File: config.mk
export PLATFORM = sky130hd
export DESIGN_NAME = multicycle_control
export DESIGN_NICKNAME = d
export VERILOG_FILES = /design/src/rtl/multicycle_control.sv
export SDC_FILE = /design/constraint.sdc
export NUM_CORES = 1
export LEC_CHECK = 0
export CAP_MARGIN = 20
export CORE_UTILIZATION = 32
export CTS_BUF_LIST = sky130_fd_sc_hd__clkbuf_8 sky130_fd_sc_hd__clkbuf_16
export DETAILED_ROUTE_END_ITERATION = 12
export GPL_TIMING_DRIVEN = 0
export HOLD_SLACK_MARGIN = 0.03
export PLACE_DENSITY_LB_ADDON = 0.3
export SYNTH_ARGS = -nofsm -noshare
export SYNTH_HDL_FRONTEND = slang
export SYNTH_SLANG_ARGS = --single-unit
File: constraint.sdc
create_clock -name clk -period 1.58 [get_ports clk]
set_clock_uncertainty 0.05 [all_clocks]
set_input_delay 0.316 -clock clk [delete_from_list [all_inputs] [get_ports clk]]
set_output_delay 0.316 -clock clk [all_outputs]
set_load 0.01 [all_outputs]
File: src/rtl/multicycle_control.sv
// Control FSM for the shared-memory MIPS multicycle datapath: sequences
// R-type, lw, sw, beq and j, stalling FETCH/MEMRD/MEMWR on mem_ready.
module multicycle_control #(
  parameter int OPCODE_WIDTH = 6,
  parameter int STATE_WIDTH  = 4
) (
  input  logic                    clk,
  input  logic                    rst,
  input  logic [OPCODE_WIDTH-1:0] op,
  input  logic                    mem_ready,
  output logic                    PCWrite,
  output logic                    PCWriteCond,
  output logic                    IorD,
  output logic                    MemRead,
  output logic                    MemWrite,
  output logic                    MemtoReg,
  output logic                    IRWrite,
  output logic [1:0]              PCSource,
  output logic [1:0]              ALUOp,
  output logic                    ALUSrcA,
  output logic [1:0]              ALUSrcB,
  output logic                    RegWrite,
  output logic                    RegDst,
  output logic                    instr_done,
  output logic                    illegal_op,
  output logic [STATE_WIDTH-1:0]  state
);

  typedef enum logic [3:0] {
    FETCH   = 4'd0,
    DECODE  = 4'd1,
    MEMADR  = 4'd2,
    MEMRD   = 4'd3,
    MEMWB   = 4'd4,
    MEMWR   = 4'd5,
    EXEC    = 4'd6,
    RCOMP   = 4'd7,
    BRANCH  = 4'd8,
    JUMP    = 4'd9,
    ILLEGAL = 4'd10
  } state_t;

  localparam logic [OPCODE_WIDTH-1:0] OP_R   = OPCODE_WIDTH'(6'b000000);
  localparam logic [OPCODE_WIDTH-1:0] OP_LW  = OPCODE_WIDTH'(6'b100011);
  localparam logic [OPCODE_WIDTH-1:0] OP_SW  = OPCODE_WIDTH'(6'b101011);
  localparam logic [OPCODE_WIDTH-1:0] OP_BEQ = OPCODE_WIDTH'(6'b000100);
  localparam logic [OPCODE_WIDTH-1:0] OP_J   = OPCODE_WIDTH'(6'b000010);

  state_t state_q, state_d;

  always_ff @(posedge clk or posedge rst) begin
    if (rst) state_q <= FETCH;
    else     state_q <= state_d;
  end

  assign state = STATE_WIDTH'(state_q);

  // Every output is held low while rst is high so no strobe escapes a reset.
  always_comb begin
    state_d     = FETCH;
    PCWrite     = 1'b0;
    PCWriteCond = 1'b0;
    IorD        = 1'b0;
    MemRead     = 1'b0;
    MemWrite    = 1'b0;
    MemtoReg    = 1'b0;
    IRWrite     = 1'b0;
    PCSource    = 2'b00;
    ALUOp       = 2'b00;
    ALUSrcA     = 1'b0;
    ALUSrcB     = 2'b00;
    RegWrite    = 1'b0;
    RegDst      = 1'b0;
    instr_done  = 1'b0;
    illegal_op  = 1'b0;
    if (!rst) begin
      case (state_q)
        FETCH: begin
          MemRead = 1'b1;
          ALUSrcB = 2'b01;
          IRWrite = mem_ready;
          PCWrite = mem_ready;
          state_d = mem_ready ? DECODE : FETCH;
        end
        DECODE: begin
          ALUSrcB = 2'b11;
          if (op == OP_LW || op == OP_SW) state_d = MEMADR;
          else if (op == OP_R)            state_d = EXEC;
          else if (op == OP_BEQ)          state_d = BRANCH;
          else if (op == OP_J)            state_d = JUMP;
          else                            state_d = ILLEGAL;
        end
        MEMADR: begin
          ALUSrcA = 1'b1;
          ALUSrcB = 2'b10;
          state_d = (op == OP_LW) ? MEMRD : MEMWR;
        end
        MEMRD: begin
          MemRead = 1'b1;
          IorD    = 1'b1;
          state_d = mem_ready ? MEMWB : MEMRD;
        end
        MEMWB: begin
          RegWrite   = 1'b1;
          MemtoReg   = 1'b1;
          instr_done = 1'b1;
        end
        MEMWR: begin
          MemWrite   = 1'b1;
          IorD       = 1'b1;
          instr_done = mem_ready;
          state_d    = mem_ready ? FETCH : MEMWR;
        end
        EXEC: begin
          ALUSrcA = 1'b1;
          ALUOp   = 2'b10;
          state_d = RCOMP;
        end
        RCOMP: begin
          RegWrite   = 1'b1;
          RegDst     = 1'b1;
          instr_done = 1'b1;
        end
        BRANCH: begin
          ALUSrcA     = 1'b1;
          ALUOp       = 2'b01;
          PCWriteCond = 1'b1;
          PCSource    = 2'b01;
          instr_done  = 1'b1;
        end
        JUMP: begin
          PCWrite    = 1'b1;
          PCSource   = 2'b10;
          instr_done = 1'b1;
        end
        ILLEGAL: begin
          // PC was already advanced in FETCH; just flag and refetch.
          illegal_op = 1'b1;
        end
        default: state_d = FETCH;
      endcase
    end
  end

endmodule

## After elaboration in Yosys (flattened, before gate mapping)

Index checks and enable logic that the tools add are counted.

| storage, ports and cells | value |
|---|---|
| input bits | 9 |
| bits in registers | 4 |
| word-level logic and storage cells | 63 |
| output and inout port bits | 22 |

| operators by class | value |
|---|---|
| eq/ne operators | 14 |
| reductions and logical operators | 8 |
| multiplexer cells | 40 |

Operator list:

| kind | number |
|---|---|
| $pmux 4 s6 | 1 |
| $mux 1 | 23 |
| $eq 4x3->1 const B | 4 |
| $eq 4x4->1 const B | 3 |
| $eq 6x6->1 const B | 2 |
| $mux 4 | 3 |
| $mux 2 | 5 |
| $mux 3 | 3 |
| $eq 4x2->1 const B | 2 |
| $pmux 2 s2 | 2 |
| $eq 6x2->1 const B | 1 |
| $eq 6x3->1 const B | 1 |
| $logic_not 6->1 | 1 |
| $pmux 2 s3 | 1 |
| $reduce_or 2->1 | 3 |
| $eq 4x1->1 const B | 1 |
| $logic_not 4->1 | 1 |
| $pmux 1 s2 | 2 |
| $reduce_or 4->1 | 1 |
| $reduce_or 3->1 | 1 |
| $logic_or 1x1->1 | 1 |

## Logic depth before layout (Yosys ltp)

| depth | value |
|---|---|
| depth in word-level cells | 7 |
| mapped depth | 6 |
| depth with buffers taken out | 4 |

## Least setup slack after synthesis

No wires, ideal clock.

| timing | value |
|---|---|
| kind | flip-flop to output port |
| start point | reg state_q[1], in the netlist state[1] |
| end point | out ALUOp[0] |
| stages on the path, launching flop included | 4 |
| setup slack | -181 ps |
| path buffers | 2 |
| arrival time | 1,395 ps |
| required time | 1,214 ps |
| cell sequence | dfrtp_1 -> buf_2 -> nor4_1 -> buf_4 |

| on the way | value |
|---|---|
| word-level cells in the longest chain between the ends | 3 |
| elaborated cells on any way between the ends | 4 |
| those cells by class | eq/ne (2); mux (2) |

Ends and longest elaborated chain:

| element | RTL line | RTL |
|---|---|---|
| from (decl) | 49 | `state_t state_q, state_d;` |
| from (signal assigned) | 53 | `else state_q <= state_d;` |
| $eq 4x4->1 / $eq 4x3->1 (equally long branches) | 77 | `case (state_q)` |
| $pmux 2 s2 (*) | 77 |  |
| $mux 2 (*) | 76 | `if (!rst) begin` |
| to (decl) | 19 | `output logic [1:0] ALUOp,` |

Mark *: on every way between the ends. The rest lies on a longest branch, timed or not.

## Worst setup path after layout

| timing | value |
|---|---|
| start point | reg state_q[2], in the netlist state[2] |
| end point | out ALUOp[0] |

The elaborated chain is that of the path after synthesis.

==> summary.md <==
| Metric | Value |
|---|---|
| Routed len/inst | 14.05 um |
| Commonest cells after routing, fill and taps aside | 15 x buf_4, 12 x buf_6, 12 x buf_2, 8 x nor2_1, 7 x dlygate4sd2_1 |
| RSZ-0062 raised after global routing | yes |
| N_diodes | 0 |
| Die area | 1689 um2 |
| Final hold violation count | 0 |
| Largest register FFs | 4 |
| IO Count | 31 |
| Worst-path clk slew | 30 ps |
| Element type at the critical path start | register |
| Met1 GRT Util | 27.42% |
| Max-Cap Viols | 0 |
| Via/cell ratio | 5.303 |
| Run status | complete, but fails checks |
| Post-synth cell types | 29 |
| Crit path DAT | 1400 ps |
| Post-route minimum period | 1765 ps |
| Pin count of the biggest net entering global routing | 11 |
| Critical path type | reg -> out |
| Std-Cell Rows | 13 |
| Post-Syn Area | 489.2 um2 |
| Clk sinks | 4 |
| Number of buffers created by CTS | 3 |
| FF+latch area | 102.6 um2 |
| Nets | 128 |
| Initial core utilization | 35.81% |
| Area occupied by multi-input gates | 442.9 um2 |
| Share of post-route cells with drive strength above 1 | 58.97% |
| Syn Nets | 77 |
| Routing usage on met3 | 5.978% |
| PD cells | 655.8 nW/um2 |
| Worst slack, placed | -705.5 ps |
| Avg Inst Size Synth | 7.194 um2 |
| Clock buffer depth | 2 |
| Congestion Overflow GR | 0 |
| Failing checks | setup timing |
| Gpl congestion | 0.8438 |
| Period utilisation layout | 111.7% |
| Crit-path max FO | 4 |
| Slew Limit Fails | 0 |
| Yosys warning total | 0 |
| Final core occ | 77.01% |
| Largest cells by area after synthesis | dfrtp_1 20%, nor2_1 7.7%, nor3_1 7.2% |
| CTS H-tree lvls | 1 |
| Area Growth Syn to Fin | 115.1% |
| Final worst slack | -184.6 ps |
| # port buffers | 29 |
| Placed insts | 112 |
| First-pass GRT wire length | 2.601 mm |
| Relative slew slack | 80.35% |
| Antenna violations before repair | 0 |
| Fmax | 566.7 MHz |
| WL final | 1.855 mm |
| M2 GR Usage | 41.80% |
| Fillers | 104 |
| CP Capture Type | primary output |
| Synthesized instance count | 68 |
| Routed Antenna Nets | 0 |
| TritonCTS clock tree | yes |
| Vias | 700 |
| Max VDD drop | 1.051 mV |
| Leak pwr | 0.5322 nW |
| Clk Latency, worst-skew pair | 220 ps |
| Final setup viols | 16 |
| Hold_ws | 114.8 ps |
| DR iter-0 viols | 8 |
| HPWL after detailed placement | 1.032 mm |
| CTS Root Cell | clkbuf_8 |
| HP Class | in -> async |
| Post-synthesis sequential area ratio | 20.46% |
| DRC | 0 |
| Core Region | 1366 um2 |
| FF+latch count, synth | 4 |
| First drt pass iteration count | 4 |
| Die Wd | 41.10 um |
| Final instance area | 1052 um2 |
| GR peak layer | met2 |
| Post-DP Area | 815.8 um2 |
| Worst path required time | 1210 ps |
| Number of global-route vias before repair | 608 |
| DIE HEIGHT | 41.10 um |
| Non-Filler Instances | 132 |
| Commonest non-fill, non-tap cell in the layout | buf_4 |
| Worst Max-Slew Pin Slew | 290.9 ps |
| Total global-route track usage | 23.50% |
| Leading area contributor after synthesis | dfrtp_1 |
| Top cell type's share of synthesized area | 20.46% |
## cell usage after synthesis
| library cell | n |
|---|---|
| a221oi_2 | 1 |
| and2_1 | 1 |
| a21oi_1 | 3 |
| or2_2 | 2 |
| dfrtp_1 | 4 |
| nand2b_1 | 3 |
| o21ai_0 | 2 |
| a41oi_1 | 2 |
| clkbuf_1 | 1 |
| nor4_1 | 3 |
| and3_1 | 3 |
| inv_1 | 3 |
| nand3b_1 | 1 |
| nor2_2 | 1 |
| xnor2_1 | 1 |
| a211o_1 | 1 |
| nand2_1 | 5 |
| or4_4 | 1 |
| buf_2 | 4 |
| nor3b_1 | 1 |
| xor2_1 | 1 |
| o41ai_4 | 1 |
| a211oi_1 | 1 |
| buf_4 | 2 |
| o311a_1 | 1 |
| a31oi_1 | 1 |
| nand3_1 | 1 |
| nor3_1 | 7 |
| nor2_1 | 10 |
## routing by layer
metal  share of wire, %  wire length (um)
met5                  0                 0
met2                 52               964
met3                4.7                87
met4                  0                 0
met1                 43               803
## area by class of cell
type	instances	area share (%)
Clock buffer	3	3.924
Buffer	6	5.113
Sequential cell	4	9.750
Timing Repair Buffer	47	36.27
Inverter	3	1.070
Multi-Input combinational cell	54	42.09
Tap cell	15	1.784
## kinds of logic (layout without fill, tap and decap cells)
| kind of cell | Yosys count | count (layout) | share of synthesized area, % |
|---|---|---|---|
| flops | 4 | 4 | 20.46 |
| buf+inv | 10 | 59 | 10.23 |
| compound gates | 13 | 13 | 24.04 |
| simple gates | 39 | 39 | 41.69 |
| xor+xnor | 2 | 2 | 3.581 |
## final timing paths
kind,start,to,slack (ps),cells past startpoint
worst min register to register,state[3],state[2],700,3
worst max register to register,state[1],state[2],40,8
worst max-delay path,state[2],ALUOp[0],-180,4
max in group asynchronous,rst,state[3],1180,2
min in group clk,op[4],state[3],520,2
worst min-delay path,rst,state[1],110,2
## stage by stage
step / power [mW] / TNS [ps]
3_3_place_gp: 0.3629 / -7308
2_1_floorplan: 0.2540 / -154.7
6_report: 0.6900 / -1905
4_1_cts: 0.6606 / -1589
5_1_grt: 0.7337 / -2973
3_5_place_dp: 0.3646 / -7498
## critical path: stages (launching register included)
cell and delay [ps]:
dfrtp_2 440, nand2b_4 180, nor4_4 310, buf_4 170, buf_6 90
## power by group
| part | switching, mW | internal, mW |
|---|---|---|
| clock | 0.0568 | 0.163 |
| sequential | 0.0117 | 0.112 |
| combinational | 0.162 | 0.184 |
| total | 0.231 | 0.459 |
## repair_timing
| item | 4_1_cts | 5_1_grt |
|---|---|---|
| pin swaps | 10 | 3 |
| setup buffers | 13 | 5 |
| hold buffers | 0 | 0 |
| endpoints found under the setup margin | 21 | 22 |
| gates resized for setup | 109 | 11 |
Note: power is estimated with default switching activity, not from simulation.
